**config.mk**
```make
export PLATFORM = sky130hd
export DESIGN_NAME = horner_seq_ctrl
export DESIGN_NICKNAME = d
export VERILOG_FILES = /design/src/rtl/horner_pkg.sv /design/src/rtl/horner_mac_stage.sv /design/src/rtl/horner_seq_ctrl.sv
export SDC_FILE = /design/constraint.sdc
export NUM_CORES = 1
export LEC_CHECK = 0
export BUFFER_PORTS_ARGS = -buffer_cell sky130_fd_sc_hd__clkbuf_2
export CORE_ASPECT_RATIO = 2
export CORE_MARGIN = 3
export CORE_UTILIZATION = 57
export CTS_BUF_LIST = sky130_fd_sc_hd__clkbuf_16
export CTS_CLUSTER_SIZE = 14
export DETAILED_ROUTE_END_ITERATION = 16
export PLACE_DENSITY_LB_ADDON = 0.2
export RECOVER_POWER = 100
export SLEW_MARGIN = 30
export SYNTH_ARGS = -nofsm -noshare
export SYNTH_HDL_FRONTEND = slang
export SYNTH_HIERARCHICAL = 1
export SYNTH_SLANG_ARGS = --single-unit
```
**constraint.sdc**
```tcl
create_clock -name clk -period 6.54 [get_ports clk]
set_input_delay 0.654 -clock clk [delete_from_list [all_inputs] [get_ports clk]]
set_output_delay 0.654 -clock clk [all_outputs]
set_load 0.005 [all_outputs]
```
**src/rtl/horner_pkg.sv**
```systemverilog
// Shared types and default sizing for the Horner polynomial evaluator.
package horner_pkg;

  localparam int DEF_W       = 32;
  localparam int DEF_DEG_MAX = 15;
  localparam int DEF_IDX_W   = 4;

  typedef enum logic [2:0] {
    IDLE,
    FETCH,
    INIT,
    MUL,
    ADD,
    DONE
  } state_t;

endpackage

```
**src/rtl/horner_mac_stage.sv**
```systemverilog
// Multiply/add register stage: prod = acc*x on mul_en, then acc = prod + c on add_en.
module horner_mac_stage #(
  parameter int W = 32
) (
  input  logic         clk,
  input  logic         reset,
  input  logic         load_en,
  input  logic         mul_en,
  input  logic         add_en,
  input  logic [W-1:0] x,
  input  logic [W-1:0] c,
  output logic [W-1:0] acc
);

  logic [W-1:0] prod;

  // Products and sums wrap to W bits; there is no carry or overflow output.
  always_ff @(posedge clk or negedge reset) begin
    if (!reset) begin
      prod <= '0;
      acc  <= '0;
    end else begin
      if (mul_en) begin
        prod <= acc * x;
      end
      if (load_en) begin
        acc <= c;
      end else if (add_en) begin
        acc <= prod + c;
      end
    end
  end

endmodule

```
**src/rtl/horner_seq_ctrl.sv**
```systemverilog
// Horner-rule sequencer: fetches coefficients from a synchronous-read RAM and drives
// one shared mul/add stage to evaluate p(x) one iteration every two cycles.
module horner_seq_ctrl
  import horner_pkg::*;
#(
  parameter int W       = DEF_W,
  parameter int DEG_MAX = DEF_DEG_MAX,
  parameter int IDX_W   = DEF_IDX_W
) (
  input  logic             clk,
  input  logic             reset,
  input  logic             start,
  input  logic [W-1:0]     x_in,
  input  logic [IDX_W-1:0] deg,
  output logic             coef_rd_en,
  output logic [IDX_W-1:0] coef_idx,
  input  logic [W-1:0]     coef_data,
  output logic             busy,
  output logic             done,
  output logic [W-1:0]     result
);

  state_t state, next_state;

  logic [W-1:0]     x_q;
  logic [W-1:0]     acc;
  logic [W-1:0]     result_q;
  logic [IDX_W-1:0] deg_q;
  logic [IDX_W-1:0] deg_clamped;
  logic             load_en;
  logic             mul_en;
  logic             add_en;

  // Clamping is only needed when the index field can encode degrees above DEG_MAX.
  if (DEG_MAX < (2 ** IDX_W) - 1) begin : g_clamp
    always_comb begin
      deg_clamped = (int'(deg) > DEG_MAX) ? IDX_W'(DEG_MAX) : deg;
    end
  end else begin : g_no_clamp
    assign deg_clamped = deg;
  end

  always_ff @(posedge clk or negedge reset) begin
    if (!reset) begin
      state <= IDLE;
    end else begin
      state <= next_state;
    end
  end

  always_comb begin
    next_state = state;
    case (state)
      IDLE:    if (start) next_state = FETCH;
      FETCH:   next_state = INIT;
      INIT:    next_state = (deg_q == '0) ? DONE : MUL;
      MUL:     next_state = ADD;
      ADD:     next_state = (coef_idx == '0) ? DONE : MUL;
      DONE:    next_state = IDLE;
      default: next_state = IDLE;
    endcase
  end

  always_comb begin
    coef_rd_en = (state == FETCH) || (state == MUL);
    load_en    = (state == INIT);
    mul_en     = (state == MUL);
    add_en     = (state == ADD);
    busy       = (state != IDLE);
    done       = (state == DONE);
  end

  // coef_idx is set one cycle ahead of each read so the RAM sees a stable address.
  always_ff @(posedge clk or negedge reset) begin
    if (!reset) begin
      x_q      <= '0;
      deg_q    <= '0;
      coef_idx <= '0;
      result_q <= '0;
    end else begin
      case (state)
        IDLE: begin
          if (start) begin
            x_q      <= x_in;
            deg_q    <= deg_clamped;
            coef_idx <= deg_clamped;
          end
        end
        INIT: begin
          if (deg_q != '0) begin
            coef_idx <= deg_q - IDX_W'(1);
          end
        end
        ADD: begin
          if (coef_idx != '0) begin
            coef_idx <= coef_idx - IDX_W'(1);
          end
        end
        DONE:    result_q <= acc;
        default: ;
      endcase
    end
  end

  // The final sum is forwarded during DONE so result is valid alongside the done pulse.
  assign result = (state == DONE) ? acc : result_q;

  horner_mac_stage #(
    .W(W)
  ) u_mac (
    .clk     (clk),
    .reset   (reset),
    .load_en (load_en),
    .mul_en  (mul_en),
    .add_en  (add_en),
    .x       (x_q),
    .c       (coef_data),
    .acc     (acc)
  );

endmodule

```
=== Yosys cells after proc, flatten, opt, wreduce, memory -nomap -nowiden ===
Cells that the tools add are included.

* Bits in registers: 139
* Bits in latches: 0
* Bits in writable memories: 0
* ROM bits: 0
* Output and inout bits: 39
* Word-level logic and storage cells: 41
* Memories kept: 0

* Add/sub/neg operators: 3
* $mul: 1
* Divide/modulo/power cells: 0
* Order comparisons: 0
* Eq/ne operators: 8
* Shifts and indexed selects: 0
* Mux-type cells: 11
* Bitwise gates (word level): 0
* Reduce and logical (&&, ||, !) cells: 11

{| class="wikitable"
|+ Operators by type and width
! kind !! number
|-
| 32-bit two-way mux || 3
|-
| 32-bit adder || 1
|-
| 32-bit by 32-bit multiplier with 32-bit output || 1
|-
| 3-bit one-hot mux with 5 select lines || 1
|-
| 4-bit two-way mux || 3
|-
| 4-bit one-hot mux with 3 select lines || 1
|-
| 3-bit two-way mux || 3
|-
| 4-bit zero test || 2
|-
| 4-bit nonzero test || 2
|-
| 4-bit by 1-bit subtractor with 4-bit output (second input constant) || 2
|-
| 3-bit by 2-bit equality test with 1-bit output (second input constant) || 2
|-
| 3-bit equality test (second input constant) || 2
|-
| 3-bit nonzero test || 2
|-
| 2-bit by 1-bit != test with 1-bit output (second input constant) || 2
|-
| 4-bit AND reduction || 1
|-
| 3-bit by 1-bit equality test with 1-bit output (second input constant) || 1
|-
| 3-bit zero test || 1
|-
| 2-bit != test (second input constant) || 1
|-
| 2-bit AND reduction || 1
|-
| 2-bit nonzero test || 1
|-
| 1-bit logical OR || 1
|}

=== Depth between registers and ports, before layout ===
Gate-level depths: netlist of run 1.

* Depth after elaboration: 3
* Mapped depth: 28
* Depth with buffers taken out: 27

=== Cells and area by module ===
The synthesis of run 1 kept the hierarchy.

{| class="wikitable"
|+ By module, submodules not included
! module !! instances !! cells each !! area an instance (µm²) !! sequential area each (µm²)
|-
| horner_mac_stage || 1 || 2152 || 19688.9 || 1601.5
|-
| horner_seq_ctrl || 1 || 266 || 3049.2 || 1876.8
|}

=== Worst setup path after synthesis of run 1 ===
No wires, ideal clock.

* Kind: reg-to-reg
* Start: register x_q[2]
* End: register u_mac.prod[30]
* Arrival: 6.890 ns
* Setup slack: -0.475 ns
* Cell stages (with the launch flop): 27
* Period minus slack after synthesis: 7.015 ns
* Cell sequence: dfrtp_1 clkbuf_1 clkbuf_1 and2_1 fa_1 inv_1 fa_1 fa_1 fa_1 inv_1 fa_1 inv_1 fa_1 inv_1 fa_1 fa_1 ha_1 a21o_1 a21o_1 a21o_1 a21oi_1 o21ai_0 a221oi_1 nand2_1 a21oi_1 xnor2_1 mux2_2

* Cells in the longest elaborated chain, start to end: 1

{| class="wikitable"
|+ RTL lines
! what !! RTL line !! text
|-
| start, declared || horner_seq_ctrl.sv:25 || <nowiki>logic [W-1:0] x_q;</nowiki>
|-
| start signal, assigned || horner_seq_ctrl.sv:84 || <nowiki>x_q <= x_in;</nowiki>
|-
| 32-bit by 32-bit multiplier with 32-bit output || horner_mac_stage.sv:24 || <nowiki>prod <= acc * x;</nowiki>
|-
| end signal, assigned || horner_mac_stage.sv:24 ||
|-
| end, declared || horner_mac_stage.sv:15 || <nowiki>logic [W-1:0] prod;</nowiki>
|}

Every way passes these cells.
A chain may end at the register's enable or synchronous reset.

=== Final worst setup path of run 1 ===
* Start: register x_q[2]
* End: register u_mac.prod[29]

The elaborated chain is that of the path after synthesis.

==> flow_summary.ini, run 1 <==
[cts]
htree_levels = 4
cts_made_buffers = 17
ctsHoldBuffers = 0
clockRootBuffer = clkbuf_16
insertion_delay_ns = 0.45
cts.sinks = 139
clk_pin_slew_ns = 0.08
cts_tree = built
cts_buffer_depth = 2

[yosys]
synth_edf_count = 0
yosysSeqAreaShare = 0.153
avgSynthCellArea_sq_um = 9.40
yosys_warnings = 6
synth_seq_cells = 139
post_synth_num_cell_types = 69
synth_fp_nets = 3053
synth_flop_cell = dfrtp_1
synthArstFlopShare = 1.00
syn_inst = 2418
syn_area_sq_um = 22700

[sta]
finalCritPeriodShare = 1.07
finalHoldViolations = 0
setup_ws_ns = -0.453
skew_ns = 0.0202
fmax_mhz = 143
min_period_ns = 6.99
setup_viol_count_final = 14
worst_pin_slew_ns = 4.88
slew_violations = 202
relSlewSlack = -2.25
rsz0062_at_grt = true

[die]
die_h_microns = 288
initial_core_util = 0.582
rows = 102
die_w_microns = 147
dieArea_sq_um = 42500
io_pins = 110
core_sq_um = 39100

[cells_and_area]
n_antenna_cell = 0
fin_area_sq_um = 26500
syn2layout_area_growth_pct = 16.6
regArea_sq_um = 3500
multiInputGateArea_sq_um = 17700
drive_gt1_frac = 0.183
fill_cells = 3191
finalNetCount = 3299
final_cell_mix = inv_1, fa_1, nand2_1
layout_commonest_cell = inv_1

[setup_path]
cpMostUsedCell = fa_1
slowest_stage = fa_2
worstSetupStartpointType = register
arrival_ns = 7.33
crit_chain = buf_12 -> buf_4 -> and2_1 -> fa_1 -> inv_1 -> fa_1 -> fa_1 -> fa_1 -> inv_1 -> fa_1 -> fa_1 -> fa_1 -> fa_2 -> ha_4 -> buf_4 -> and3_1 -> and3_1 -> a221o_1 -> nand2b_1 -> nand2_1 -> xor2_1 -> mux2_2
required_ns = 6.87
crit_type = register to register
slowest_delay_ns = 0.59
crit_fanout = 12
cp_top_family = adder cells
path_buf_inv = 5
end_kind = register

[status]
violations = max-capacitance violations, max-slew violations, negative setup slack
status = finished, violations left

[detailed_routing]
drt_iter0_drc = 811
ant_nets = 0
wl_per_cell_microns = 20.1
routed_wl_mm = 64.3
viasPerCell = 5.50
drc = 0
firstDrtPassIters = 5
routed-via-count = 17598

[placement]
routabilityCongestion = 0.922
place_area_sq_um = 25400
io_buffer_count = 109
post-dp-hpwl_mm = 53.8

[min_path]
hold_path.class = input pin to register

[global_routing]
grt_pass1_vias = 20007
grtUsageTotal = 0.314
grt_max_degree = 89
antenna_found_initial = 3
gr-total-overflow = 0
grt_pass1_wl_mm = 104

[run]
max_cap_viol_count = 4
[through the flow]
step / setup TNS, ns / util / worst slack [ns] / instances / hold slack [ns]
after detailed placement: -4.45 / 0.651 / -0.527 / 3150 / 0.456
after global routing: -5.87 / 0.679 / -0.623 / 3197 / 0.411
after global placement: -2.83 / 0.651 / -0.373 / 3150 / 0.452
after floorplan: -0.314 / - / -0.0919 / 2418 / 0.358
final: -3.41 / 0.679 / -0.453 / 3197 / 0.419
after CTS: -2.88 / 0.674 / -0.419 / 3193 / 0.297
[final cells by class]
class | instances | share of cell area
clock buffer | 17 | 0.0160
clock inverter | 15 | 0.00760
inverter | 416 | 0.0589
multi-input combinational | 1747 | 0.668
sequential | 139 | 0.132
tap | 520 | 0.0245
timing repair buffer | 343 | 0.0932
[worst reg2reg max path, delay by kind of cell, from the launching register on]
kind / cells / cell delay [ns]
AOI/OAI and AO/OA: 1 / 0.39
xor gates and xnor gates: 1 / 0.14
adders and majority gates: 9 / 4.34
buffers and inverters: 5 / 0.60
DFF: 1 / 0.42
muxes: 1 / 0.26
and+or+nand+nor: 5 / 0.74
[flip-flops by register name (all words and copies together), names as in the netlist]
name / count
coef_idx: 4
deg_q: 4
u_mac/prod: 32
u_mac/acc: 32
result_q: 32
x_q: 32
state: 3
[Yosys cell counts, drive strengths merged (3+ instances only)]
master     n  area (sq um)
o21bai     4          30.0
o21a       8          60.1
nand4      4          25.0
a31oi     10          68.8
nand2    400          1500
a2111oi    3          45.1
nor3b      7          57.6
and2     270          1690
and3       6          37.5
fa       409          8190
nor2b     11          68.8
or3        4          25.0
o22ai      3          25.0
a221o      4          40.0
inv      415          1560
nor2      30           123
dfrtp    139          3480
clkbuf   106           398
buf       10          61.3
mux2i     20           200
nor3       4          20.0
a211oi     7          52.6
a21o      23           173
mux2      75           845
xor2      30           263
ha       155          1940
xnor2     85           744
nand2b    11          68.8
o21ai     61           305
a21oi     58           298
nand3     11          55.1
[timing repair]
action / CTS / global route
endpoints found under the setup margin: 15 / 16
buffers inserted: 11 / 4
pin swaps: 29 / 21
resized for setup: 50 / 52
gates cloned: 0 / 0
[metal layers]
metal / up-vias / GRT usage / wire length [microns]
met5: - / 0 / 13
met4: 2 / 0.135 / 3180
met3: 216 / 0.0374 / 2810
met2: 578 / 0.587 / 34900
met1: 8953 / 0.361 / 23300
li1: 7849 / - / -
[path summary, 6_finish.rpt]
kind | end | cells after the start | slack (ns) | from
max | u_mac/prod[29]$_DFFE_PN0P_ | 22 | -0.45 | x_q[2]$_DFFE_PN0P_
min | x_q[16]$_DFFE_PN0P_ | 2 | 0.42 | x_in[16]
max reg2reg | u_mac/prod[29]$_DFFE_PN0P_ | 22 | -0.45 | x_q[2]$_DFFE_PN0P_
min reg2reg | result_q[22]$_DFF_PN0_ | 2 | 0.47 | result_q[22]$_DFF_PN0_
max in group asynchronous | u_mac/acc[13]$_DFFE_PN0P_ | 2 | 1.24 | reset
min in group asynchronous | state[2]$_DFFE_PN0P_ | 1 | 1.94 | reset
[cells by family after synthesis]
logic type | synth area share
AND/OR/NAND/NOR | 0.166
multiplexers | 0.0459
AO/OA/AOI/OAI | 0.0566
buffers and inverters | 0.0891
flip-flops | 0.153
XOR/XNOR | 0.0443
adder cells (fa/ha/maj) | 0.445
Power of run 1 is left out: the tool's default activity adds up to more than one toggle a clock period on the data nets, which glitch-free logic cannot reach.
==> inputs of run 2 (changes only) <==
- CORE_ASPECT_RATIO: 2 -> unset
- CTS_BUF_LIST: sky130_fd_sc_hd__clkbuf_16 -> unset
- SYNTH_HIERARCHICAL: 1 -> unset
==> run 2 against run 1 <==
Non-clock buffer count rose by 14; clock-buffer cell count increased by 4; utilization up 1.0 points; highest routed layer is now met4; cell area grew 1.2%; largest cell class unchanged; first-iteration DRC count grew 69%; the run still ends with max-capacitance violations, max-slew violations, negative setup slack left; die area decreased by 0.78%; wire length rose by 2.3%; critical path type unchanged.
==> flow_summary.ini, run 2 <==
[status]
status = finished, violations left
violations = max-capacitance violations, max-slew violations, negative setup slack

[placement]
io_buffer_count = 109
routabilityCongestion = 0.928
dp_slack_ns = -0.659
post-dp-hpwl_mm = 53.1

[global_routing]
grt_pass1_wl_mm = 105
grt_pass1_vias = 19344
grtUsageTotal = 0.325
antenna_found_initial = 2
grt_max_degree = 84
gr-total-overflow = 0

[sta]
skew_ns = 0.0102
finalHoldViolations = 0
rsz0062_at_grt = true
setup_viol_count_final = 10
worst_pin_slew_ns = 4.76
finalCritPeriodShare = 1.07
relSlewSlack = -2.17
min_period_ns = 7.03
fmax_mhz = 142
setup_ws_ns = -0.486
slew_violations = 142

[min_path]
hold_path.class = input pin to register

[setup_path]
r2r_end = u_mac.prod[29]$_DFFE_PN0N_
slowest_delay_ns = 0.58
crit_chain = buf_6 -> and2_4 -> fa_1 -> fa_1 -> fa_1 -> inv_2 -> fa_1 -> inv_1 -> fa_1 -> fa_1 -> fa_1 -> fa_1 -> ha_4 -> a21o_1 -> a21oi_2 -> o211ai_1 -> o21ai_1 -> nand3b_1 -> o311ai_4 -> a21oi_2 -> or3_1 -> a31o_2
end_kind = register
slowest_stage = fa_1
cp_top_family = adder cells
arrival_ns = 7.37
crit_cells = 22
ff2ff_path_depth = 22
worstSetupEndpoint = u_mac.prod[29]$_DFFE_PN0N_
startpoint = x_q[5]$_DFFE_PN0P_
crit_fanout = 5
crit_type = register to register
r2r_start = x_q[5]$_DFFE_PN0P_
path_buf_inv = 3
cpMostUsedCell = fa_1
required_ns = 6.88
worstSetupStartpointType = register
rrSetupSlack_ns = -0.49

[cts]
cts_buffer_depth = 2
htree_levels = 4
insertion_delay_ns = 0.46
cts_tree = built
ctsHoldBuffers = 0
cts_made_buffers = 17
clockRootBuffer = clkbuf_16
cts.sinks = 139
clk_pin_slew_ns = 0.07

[die]
dieArea_sq_um = 42100
initial_core_util = 0.582
die_h_microns = 205
rows = 72
die_w_microns = 205
core_sq_um = 38900
io_pins = 110

[detailed_routing]
drc = 0
routed-via-count = 18056
ant_nets = 0
routed_wl_mm = 65.8
viasPerCell = 5.56
drt_iter0_drc = 1369
wl_per_cell_microns = 20.3
firstDrtPassIters = 5

[yosys]
synth_edf_count = 0
yosys_warnings = 0
yosysSeqAreaShare = 0.154
synthArstFlopShare = 1.00
synth_fp_nets = 3103
post_synth_num_cell_types = 62
synth_flop_cell = dfrtp_1
synth_seq_cells = 139
avgSynthCellArea_sq_um = 9.17
yosysMostFrequentCell = nand2_1
synth_top_area_cell = fa_1
ys_top_cells_by_area = fa_1, dfrtp_1, ha_1
syn_area_sq_um = 22600
yosys-top-cells-count = nand2_1, fa_1, inv_1
yosys.area.top_type_share = 0.362
syn_inst = 2468

[cells_and_area]
drive_gt1_frac = 0.210
fill_cells = 3018
finalNetCount = 3350
syn2layout_area_growth_pct = 18.5
n_antenna_cell = 0
final_cell_mix = nand2_1, fa_1, inv_1
layout_commonest_cell = nand2_1

[run]
max_cap_viol_count = 2
==> run 2: cell types whose count changed after synthesis, moves of 7 or more <==
| cell | change |
|---|---|
| mux2_1 | -30 |
| nor2_1 | +23 |
| a21oi_1 | +22 |
| inv_1 | -22 |
| and2_1 | +21 |
| nand2_1 | +21 |
| o21ai_0 | +21 |
| clkbuf_1 | +16 |
| mux2i_1 | -14 |
| xnor2_1 | -9 |
| nor3_1 | +7 |
==> run 2: metal layers <==
| metal | share of wire | wire length (microns) | vias up | GRT usage |
|---|---|---|---|---|
| met5 | 0 | 0 | - | 0 |
| met4 | 0.030 | 1960 | 0 | 0.0969 |
| met3 | 0.076 | 4970 | 136 | 0.0577 |
| met2 | 0.47 | 31000 | 641 | 0.523 |
| met1 | 0.42 | 27900 | 9228 | 0.455 |
| li1 | - | - | 8051 | - |
==> run 2: stage by stage <==
stage / hold slack [ns] / instances / setup TNS (ns) / instance area [sq um] / util
finish: 0.427 / 3246 / -2.64 / 26800 / 0.689
global route: 0.424 / 3246 / -5.51 / 26800 / 0.689
CTS: 0.291 / 3237 / -2.07 / 26500 / 0.680
detailed placement: 0.461 / 3174 / -2.98 / 25100 / 0.646
global placement: 0.455 / 3174 / -2.12 / 25100 / 0.646
floorplan: 0.358 / 2468 / -0.192 / 22800 / -
==> run 2: layout make-up <==
cell class,count,area (sq um),share of cell area
Tap cell,518,648,0.0242
Clock buffer,21,450,0.0168
Timing Repair Buffer,357,2700,0.101
Clock inverter,11,158,0.00588
Sequential cell,139,3500,0.131
Multi-Input combinational cell,1807,17900,0.667
Inverter,393,1480,0.0550
==> run 2: worst min-delay path by stage <==
stage | startpoint | endpoint | slack, ns | cells past startpoint
final | x_in[19] | x_q[19]$_DFFE_PN0P_ | 0.43 | 2
after global routing | x_in[19] | x_q[19]$_DFFE_PN0P_ | 0.42 | 2
after CTS | reset | u_mac.prod[31]$_DFFE_PN0N_ | 0.29 | 1
after detailed placement | result_q[8]$_DFF_PN0_ | result_q[8]$_DFF_PN0_ | 0.46 | 2
after global placement | result_q[8]$_DFF_PN0_ | result_q[8]$_DFF_PN0_ | 0.45 | 2
after floorplan | reset | coef_idx[0]$_DFFE_PN0P_ | 0.36 | 0
==> run 2: what timing repair did <==
item / 4_1_cts / 5_1_grt
buffers inserted: 32 / 17
resized for setup: 128 / 79
endpoints found under the setup margin: 12 / 15
pin swaps: 78 / 54
==> run 2: cell families (layout without fill, tap and decap cells) <==
logic type,after synthesis,after routing,share of synthesized area
simple gates,825,825,0.175
flops,139,139,0.154
buf+inv,522,782,0.0868
fa+ha+maj,564,564,0.447
mux,47,47,0.0231
compound gates,265,265,0.0727
xor+xnor,106,106,0.0410
Power of run 2 is left out for the same reason.
==> inputs of run 3 (changes only) <==
- ABC_AREA: unset -> 1
- PLACE_DENSITY: unset -> 0.78
- PLACE_DENSITY_LB_ADDON: 0.2 -> unset
==> run 3 against run 2 <==
The run still ends with max-capacitance violations, max-slew violations, negative setup slack left; die area increased by 6.2%; final cell count grew 20%; critical path type unchanged; clock-buffer cell count decreased by 3; non-clock buffer count fell by 37; critical path depth grew 4; cell area up 3.2%; setup slack improved by 0.47 ns; register-to-register slack better by 0.47 ns; fmax rose by 7.1%; hold slack worse by 0.019 ns; area after synthesis up 6.4%.
==> flow_summary.ini, run 3 <==
[status]
status = finished, violations left
violations = max-capacitance violations, max-slew violations, negative setup slack

[cts]
cts_buffer_depth = 2
insertion_delay_ns = 0.48
clk_pin_slew_ns = 0.08
htree_levels = 4
clockRootBuffer = clkbuf_16
cts.sinks = 139
cts_made_buffers = 17
cts_tree = built

[placement]
dp_slack_ns = -0.234
place_inst = 3835
io_buffer_count = 109
routabilityCongestion = 0.962
post-dp-hpwl_mm = 60.9

[cells_and_area]
layout_commonest_cell = nand2_1
fill_cells = 3307
drive_gt1_frac = 0.152
syn2layout_area_growth_pct = 14.9
finalNetCount = 3987
n_antenna_cell = 0
final_cells = 3897
final_util = 0.670
final_cell_mix = nand2_1, inv_1, fa_1

[yosys]
avgSynthCellArea_sq_um = 7.64
yosysMostFrequentCell = nand2_1
synth_top_area_cell = fa_1
yosys_warnings = 0
post_synth_num_cell_types = 54
synth_edf_count = 0
yosys-top-cells-count = nand2_1, inv_1, fa_1
yosys.area.top_type_share = 0.340
syn_inst = 3151
synth_seq_cells = 139
synth_fp_nets = 3786
synthArstFlopShare = 1.00
synth_flop_cell = dfrtp_1
syn_area_sq_um = 24100
ys_top_cells_by_area = fa_1, nand2_1, dfrtp_1
yosysSeqAreaShare = 0.144

[detailed_routing]
viasPerCell = 5.47
wl_met1_mm = 29.8
wl_met3_mm = 6.16
drc = 0
route.top_layer_used = met4
ant_nets = 0
wl_per_cell_microns = 19.3
route.met2.wl_mm = 35.9
drt_iter0_drc = 2026
firstDrtPassIters = 6
routed_wl_mm = 75.1
routed-via-count = 21299

[setup_path]
slowest_delay_ns = 0.54
r2r_start = u_mac.acc[14]$_DFFE_PN0N_
required_ns = 6.95
rrSetupSlack_ns = -0.02
startpoint = u_mac.acc[14]$_DFFE_PN0N_
cpMostUsedCell = fa_1
worstSetupStartpointType = register
crit_fanout = 5
end_kind = register
r2r_end = u_mac.prod[26]$_DFFE_PN0N_
ff2ff_path_depth = 26
arrival_ns = 6.97
crit_type = register to register
slowest_stage = fa_1

[global_routing]
grtUsageTotal = 0.341
antenna_found_initial = 0
grt_pass1_vias = 22619
grt_max_degree = 79
grt_pass1_wl_mm = 118
gr-total-overflow = 0

[sta]
worst_pin_slew_ns = 4.28
relSlewSlack = -1.85
rsz0062_at_grt = true
fmax_mhz = 153
holdWs_ns = 0.408
finalCritPeriodShare = 1.00
skew_ns = 0.0142
setup_ws_ns = -0.0172
setup_viol_count_final = 1
slew_violations = 243
min_period_ns = 6.56
finalHoldViolations = 0

[min_path]
hp-start = x_in[20]
hold_end = x_q[20]$_DFFE_PN0P_
hold_depth = 2
hold_path.class = input pin to register

[die]
die_h_microns = 212
rows = 74
initial_core_util = 0.583
dieArea_sq_um = 44700
core_sq_um = 41300
io_pins = 110
die_w_microns = 212

[run]
max_cap_viol_count = 5
## run 3: changes by cell type after synthesis, moves of 9 or more
cell      previous run  this run
clkbuf_1           122        98
o21ai_0             79       108
nor2_1              51        93
nand2_1            421       927
o21ai_1              2        16
a21o_1              28         8
xnor2_1             76        12
mux2_2              41        32
nand3_1             12        82
o22ai_1              2        14
inv_1              393       806
buf_2                4        25
and2_1             291         1
## run 3: layer usage
layer / vias up / GRT usage
met5: - / 0
met4: 0 / 0.133
met3: 186 / 0.0501
met2: 1030 / 0.572
met1: 10484 / 0.452
li1: 9599 / -
## run 3: cell families after synthesis
| group | count (synthesis) | share of synthesized area |
|---|---|---|
| buf+inv | 952 | 0.151 |
| xor+xnor | 38 | 0.0138 |
| simple gates | 1163 | 0.194 |
| flops | 139 | 0.144 |
| mux | 32 | 0.0150 |
| compound gates | 263 | 0.0615 |
| fa+ha+maj | 564 | 0.421 |
## run 3: worst max path at each step
stage                                 end  slack [ns]  cells past startpoint
3_3_place_gp   u_mac.prod[31]$_DFFE_PN0N_       -0.12                     26
4_1_cts        u_mac.prod[23]$_DFFE_PN0N_      -0.006                     23
3_5_place_dp   u_mac.prod[31]$_DFFE_PN0N_       -0.23                     26
5_1_grt        u_mac.prod[26]$_DFFE_PN0N_       -0.20                     26
2_1_floorplan  u_mac.prod[24]$_DFFE_PN0N_        0.06                     26
6_report       u_mac.prod[26]$_DFFE_PN0N_       -0.02                     26
## run 3: worst max-delay path, delay by kind of cell, from the launching register on
family	cells	cell delay (ns)
and+or+nand+nor	12	1.39
adders and majority gates	9	4.35
DFF	1	0.47
buffers and inverters	5	0.27
## run 3: final cells by class
| type | count | area, sq um | share of cell area |
|---|---|---|---|
| Multi-Input combinational cell | 2060 | 17500 | 0.632 |
| Sequential cell | 139 | 3500 | 0.127 |
| Inverter | 814 | 3060 | 0.110 |
| Timing Repair Buffer | 320 | 2380 | 0.0860 |
| Tap cell | 532 | 666 | 0.0241 |
| Clock buffer | 18 | 429 | 0.0155 |
| Clock inverter | 14 | 151 | 0.00547 |
## run 3: metrics by stage
step,TNS [ns],area (sq um)
floorplan,0,24100
global placement,-0.433,26200
CTS,-0.00568,27000
finish,-0.0172,27700
global route,-1.39,27700
detailed placement,-1.21,26200
## run 3: what timing repair did
item | 4_1_cts | 5_1_grt
buffers inserted | 9 | 18
gates resized for setup | 48 | 148
pin swaps | 15 | 72
hold buffers | 0 | 0
setup endpoints to repair | 10 | 15
gates cloned | 0 | 3
Power of run 3 is left out for the same reason.
